**config.mk**
```make
export PLATFORM = sky130hd
export DESIGN_NAME = free_list
export DESIGN_NICKNAME = d
export VERILOG_FILES = /design/src/rtl/free_list_pkg.sv /design/src/rtl/free_list_way_prefix_count.sv /design/src/rtl/free_list.sv
export SDC_FILE = /design/constraint.sdc
export NUM_CORES = 1
export LEC_CHECK = 0
export CAP_MARGIN = 20
export CORE_ASPECT_RATIO = 0.9
export CORE_MARGIN = 2
export CORE_UTILIZATION = 55
export DETAILED_ROUTE_END_ITERATION = 7
export PLACE_DENSITY = 0.76
export SLEW_MARGIN = 30
export SYNTH_ARGS = -nofsm -noshare
export SYNTH_HDL_FRONTEND = slang
export SYNTH_SLANG_ARGS = --single-unit
```
**constraint.sdc**
```tcl
create_clock -name clock -period 5.74 [get_ports clock]
set_clock_uncertainty 0.15 [all_clocks]
set_input_delay 0.861 -clock clock [delete_from_list [all_inputs] [get_ports clock]]
set_output_delay 0.861 -clock clock [all_outputs]
set_load 0.1 [all_outputs]
```
**src/rtl/free_list_pkg.sv**
```systemverilog
// Shared constants and types for the physical-register free list.
package free_list_pkg;

  localparam int unsigned WAYS  = 4;
  localparam int unsigned PRF   = 64;
  localparam int unsigned ARF   = 32;
  localparam int unsigned PW    = $clog2(PRF);
  localparam int unsigned DEPTH = PRF - ARF;
  localparam int unsigned DW    = $clog2(DEPTH);
  localparam int unsigned PTRW  = DW + 1;
  localparam int unsigned CW    = $clog2(DEPTH + 1);
  localparam int unsigned LCW   = $clog2(WAYS + 1);

  typedef logic [PW-1:0]   preg_idx_t;
  typedef logic [PTRW-1:0] ptr_t;
  typedef logic [LCW-1:0]  lane_cnt_t;

endpackage

```
**src/rtl/free_list_way_prefix_count.sv**
```systemverilog
// Per-lane exclusive prefix popcount of a WAYS-bit lane mask, plus total.
module way_prefix_count
  import free_list_pkg::*;
(
  input  logic      [WAYS-1:0] vec,
  output lane_cnt_t [WAYS-1:0] prefix,
  output lane_cnt_t            total
);

  // Running sum: lane i sees the count of set lanes strictly below it.
  always_comb begin
    lane_cnt_t acc;
    acc    = '0;
    prefix = '0;
    for (int i = 0; i < int'(WAYS); i++) begin
      prefix[i] = acc;
      acc       = acc + LCW'(vec[i]);
    end
    total = acc;
  end

endmodule

```
**src/rtl/free_list.sv**
```systemverilog
// Circular free list of physical register tags: allocate at rename,
// refill at commit, rewind head to retire_head on exception.
module free_list
  import free_list_pkg::*;
(
  input  logic                  clock,
  input  logic                  reset,
  input  logic                  except,
  input  logic      [WAYS-1:0]  alloc_req,
  output preg_idx_t [WAYS-1:0]  alloc_idx,
  output logic                  alloc_stall,
  input  logic      [WAYS-1:0]  free_en,
  input  preg_idx_t [WAYS-1:0]  free_idx,
  input  logic      [WAYS-1:0]  commit_en,
  output logic      [CW-1:0]    free_count
);

  preg_idx_t tag_buf [DEPTH];
  ptr_t      head;
  ptr_t      retire_head;
  ptr_t      tail;

  lane_cnt_t [WAYS-1:0] a_pre;
  lane_cnt_t [WAYS-1:0] f_pre;
  lane_cnt_t [WAYS-1:0] c_pre;
  lane_cnt_t            a_tot;
  lane_cnt_t            f_tot;
  lane_cnt_t            c_tot;

  logic [DW-1:0] rd_addr [WAYS];
  logic [DW-1:0] wr_addr [WAYS];
  logic          commit_gap_c;

  way_prefix_count u_alloc_cnt (.vec(alloc_req), .prefix(a_pre), .total(a_tot));
  way_prefix_count u_free_cnt  (.vec(free_en),   .prefix(f_pre), .total(f_tot));
  way_prefix_count u_commit_cnt(.vec(commit_en), .prefix(c_pre), .total(c_tot));

  assign free_count  = CW'(tail - head);
  assign alloc_stall = except | (CW'(a_tot) > free_count);

  // Buffer read/write slots per lane, packed by prefix count.
  always_comb begin
    for (int i = 0; i < int'(WAYS); i++) begin
      ptr_t rp;
      ptr_t wp;
      rp         = head + PTRW'(a_pre[i]);
      wp         = tail + PTRW'(f_pre[i]);
      rd_addr[i] = rp[DW-1:0];
      wr_addr[i] = wp[DW-1:0];
    end
  end

  // Tag presented to each requesting lane; idle lanes read as zero.
  always_comb begin
    alloc_idx = '0;
    for (int i = 0; i < int'(WAYS); i++) begin
      if (alloc_req[i]) alloc_idx[i] = tag_buf[rd_addr[i]];
    end
  end

  // Commit lanes retire in order, so a set lane must have all lower lanes set.
  always_comb begin
    commit_gap_c = 1'b0;
    for (int i = 0; i < int'(WAYS); i++) begin
      if (commit_en[i] && (c_pre[i] != LCW'(i))) commit_gap_c = 1'b1;
    end
  end

  // Tag storage: refilled at tail by freed tags.
  always_ff @(posedge clock or negedge reset) begin
    if (!reset) begin
      for (int i = 0; i < int'(DEPTH); i++) tag_buf[i] <= PW'(ARF + i);
    end else begin
      for (int i = 0; i < int'(WAYS); i++) begin
        if (free_en[i]) tag_buf[wr_addr[i]] <= free_idx[i];
      end
    end
  end

  // Pointers: head advances on grant or rewinds on exception.
  always_ff @(posedge clock or negedge reset) begin
    if (!reset) begin
      head        <= '0;
      retire_head <= '0;
      tail        <= PTRW'(DEPTH);
    end else begin
      tail        <= tail + PTRW'(f_tot);
      retire_head <= retire_head + PTRW'(c_tot);
      if (except)            head <= retire_head + PTRW'(c_tot);
      else if (!alloc_stall) head <= head + PTRW'(a_tot);
    end
  end

  a_no_overfill: assert property (@(posedge clock) disable iff (!reset)
    ((CW + 1)'(free_count) + (CW + 1)'(f_tot) <= (CW + 1)'(DEPTH)));
  a_retire_behind_head: assert property (@(posedge clock) disable iff (!reset)
    (PTRW'(c_tot) <= PTRW'(head - retire_head)));
  a_free_matches_commit: assert property (@(posedge clock) disable iff (!reset)
    (f_tot == c_tot));
  a_commit_in_order: assert property (@(posedge clock) disable iff (!reset)
    (!commit_gap_c));

endmodule

```
==> metrics.csv <==
metric,value,unit
TritonCTS Buffers,26,
routed wire length,103000,um
Post-DP HPWL,70400,um
final setup vio count,0,
Final GP Congestion,1.08,
Clock Sinks,210,
CTS tree,done,
Hold Crit Class,in -> async,
r2r startpoint,tail[4]$_DFF_PN0_,
Placement Rows,70,
Clock Pin Slew Worst Setup and Hold Paths,0.05,ns
vias in the first global route,21900,
Mean Syn Cell Area,10.0,um^2
1st-pass router iterations,6,
post-route clock period utilization,97.8,%
port bufs,69,
max_cap viols,0,
flop-to-flop setup slack,1.83,ns
synth unique cells,82,
Slew HR,30.1,%
"Clk Latency, worst-skew pair",0.58,ns
first-pass GRT wire length,149000,um
drt drc,0,
antenna violations before repair,0,
Pins Over Slew Limit,0,
Post-synth ARST share,100,%
Mapped Nets,2385,
critical path's slowest cell,clkdlybuf4s50_1,
outcome,"complete, no violations",
via count,22600,
Netlist Area Pre-Place,23000,um^2
DR iter-0 viols,3458,
CP Max Fanout,38,
"commonest non-fill, non-tap cells in the layout","228 x mux4_2, 196 x nand2_1, 192 x mux2i_1",
CTS-repair resized insts,0,
Post-synth EDFFs,0,
Main synth FF type,dfstp_2,
Post-CTS Setup Inserts,0,
RSZ-0062 raised after global routing,false,
WL per Instance,36.8,um
FF-to-FF End,tag_buf[173]$_DFF_PN1_,
vias per cell,8.08,
H-tree levels,1,
nets,2331,
Critical Path AT,4.60,ns
Die H,198,um
sequential fraction of the synthesis area,23.5,%
GRT Overall Usage,47.7,%
cell mode on critical path,buf_12,
Final ANT Viol Nets,0,
setup TNS,0,ns
Core Area,40900,um^2
Ports,70,
Crit path required time,4.73,ns
Worst setup EP type,primary output,
Max Buffers Root-to-Sink,3,
largest net degree at the start of global routing,125,
Hold Fails Final Rpt,0,
post-layout min period,5.61,ns
synth warn,0,
Critical Path Start,alloc_req[2],
# hold bufs at CTS,0,
grt total ovfl,0,
f_max,0.178,GHz
# fillers,3285,
Die ar.,43400,um^2
clock root buffer,clkbuf_16,
Worst Tran Pin Value,1.05,ns
register bit total from synthesis,210,
kind of critical path,in -> out,
Cells after Synth,2292,
"commonest non-fill, non-tap cell in the layout",mux4_2,
worst-path cell chain,clkdlybuf4s50_1 > fa_1 > ha_4 > fa_2 > buf_12 > mux4_2 > nor2b_1 > a211oi_1 > a21oi_1 > a22o_1 > buf_12,
Max stage delay on crit path,0.67,ns
Area growth syn-to-layout,10.2,%
worst r2r path cells,7,
fraction of layout cells with a size suffix above 1,29.9,%
startpoint type of the worst setup path,primary input,
Die W,219,um
Starting Density,56.1,%
[kinds of logic after synthesis]
kind of cell | after synthesis | synth area share, %
buffers and inverters | 290 | 5.51
AO/OA/AOI/OAI | 583 | 17.6
adder cells (fa/ha/maj) | 54 | 3.37
AND/OR/NAND/NOR | 633 | 14.5
multiplexers | 496 | 34.5
XOR/XNOR | 26 | 0.992
flip-flops | 210 | 23.5
[stage by stage]
step | hold slack (ns) | instances | setup WS [ns] | utilization (%) | instance area [um^2]
final | 0.119 | 2801 | 0.127 | 61.8 | 25300
after global routing | 0.222 | 2798 | 0.0973 | 61.8 | 25300
after CTS | 0.209 | 2798 | 0.226 | 61.8 | 25300
after detailed placement | 0.308 | 2750 | 0.230 | 59.6 | 24400
after floorplan | 0.286 | 2292 | 0.184 | - | 23000
after global placement | 0.308 | 2750 | 0.252 | 59.7 | 24400
[Yosys cell counts, types with 38 or more instances]
| cell type | number | area share, % |
|---|---|---|
| a211o_1 | 73 | 2.8 |
| a21oi_1 | 78 | 1.7 |
| a221oi_1 | 48 | 1.8 |
| a31oi_1 | 173 | 4.7 |
| and4_1 | 50 | 1.9 |
| buf_2 | 69 | 1.5 |
| clkbuf_1 | 155 | 2.5 |
| dfrtp_1 | 97 | 11 |
| dfstp_2 | 113 | 13 |
| ha_1 | 41 | 2.2 |
| mux2_2 | 71 | 3.5 |
| mux2i_1 | 194 | 8.5 |
| mux4_2 | 228 | 22 |
| nand2_1 | 196 | 3.2 |
| nand3_1 | 38 | 0.83 |
| nor2_1 | 151 | 2.5 |
| nor3_1 | 54 | 1.2 |
| o21ai_1 | 67 | 1.5 |
[flip-flops by register name (all words and copies together) (netlist names)]
| signal | cells |
|---|---|
| tag_buf | 192 |
| head | 6 |
| retire_head | 6 |
| tail | 6 |
[critical path: cells and delay by family]
kind	cells	cell delay, ns
buffers and inverters	3	1.11
AND/OR/NAND/NOR	1	0.16
AO/OA/AOI/OAI	3	0.77
multiplexers	1	0.34
adder cells (fa/ha/maj)	3	1.30
[how the worst max path moves through the flow]
stage / end / slack (ns) / depth (start not counted)
after floorplan: alloc_stall / 0.18 / 11
after global placement: alloc_idx[23] / 0.25 / 11
after detailed placement: alloc_idx[23] / 0.23 / 11
after CTS: alloc_idx[23] / 0.23 / 11
after global routing: alloc_idx[19] / 0.1 / 12
final: alloc_idx[18] / 0.13 / 11
[area by class of cell]
type                       count  area [um^2]  share of cell area [%]
timing repair buffer         170         1750                    6.92
multi-input combinational   1792        16400                    64.9
clock inverter                10          136                   0.539
inverter                      38          145                   0.574
clock buffer                  38          746                    2.95
antenna                        3         7.51                  0.0297
tap                          540          676                    2.67
sequential                   210         5400                    21.4
[metal layers]
metal / part of all wire (%) / vias up / global-route usage [%]
met4: 7.7 / 2 / 27.3
li1: - / 8886 / -
met1: 34 / 10900 / 58.8
met5: 0.041 / - / 0.690
met3: 19 / 589 / 25.5
met2: 39 / 2229 / 65.8
Power is not shown: default switching activity piles up to over one toggle a cycle in this logic, so the estimate is an artifact.
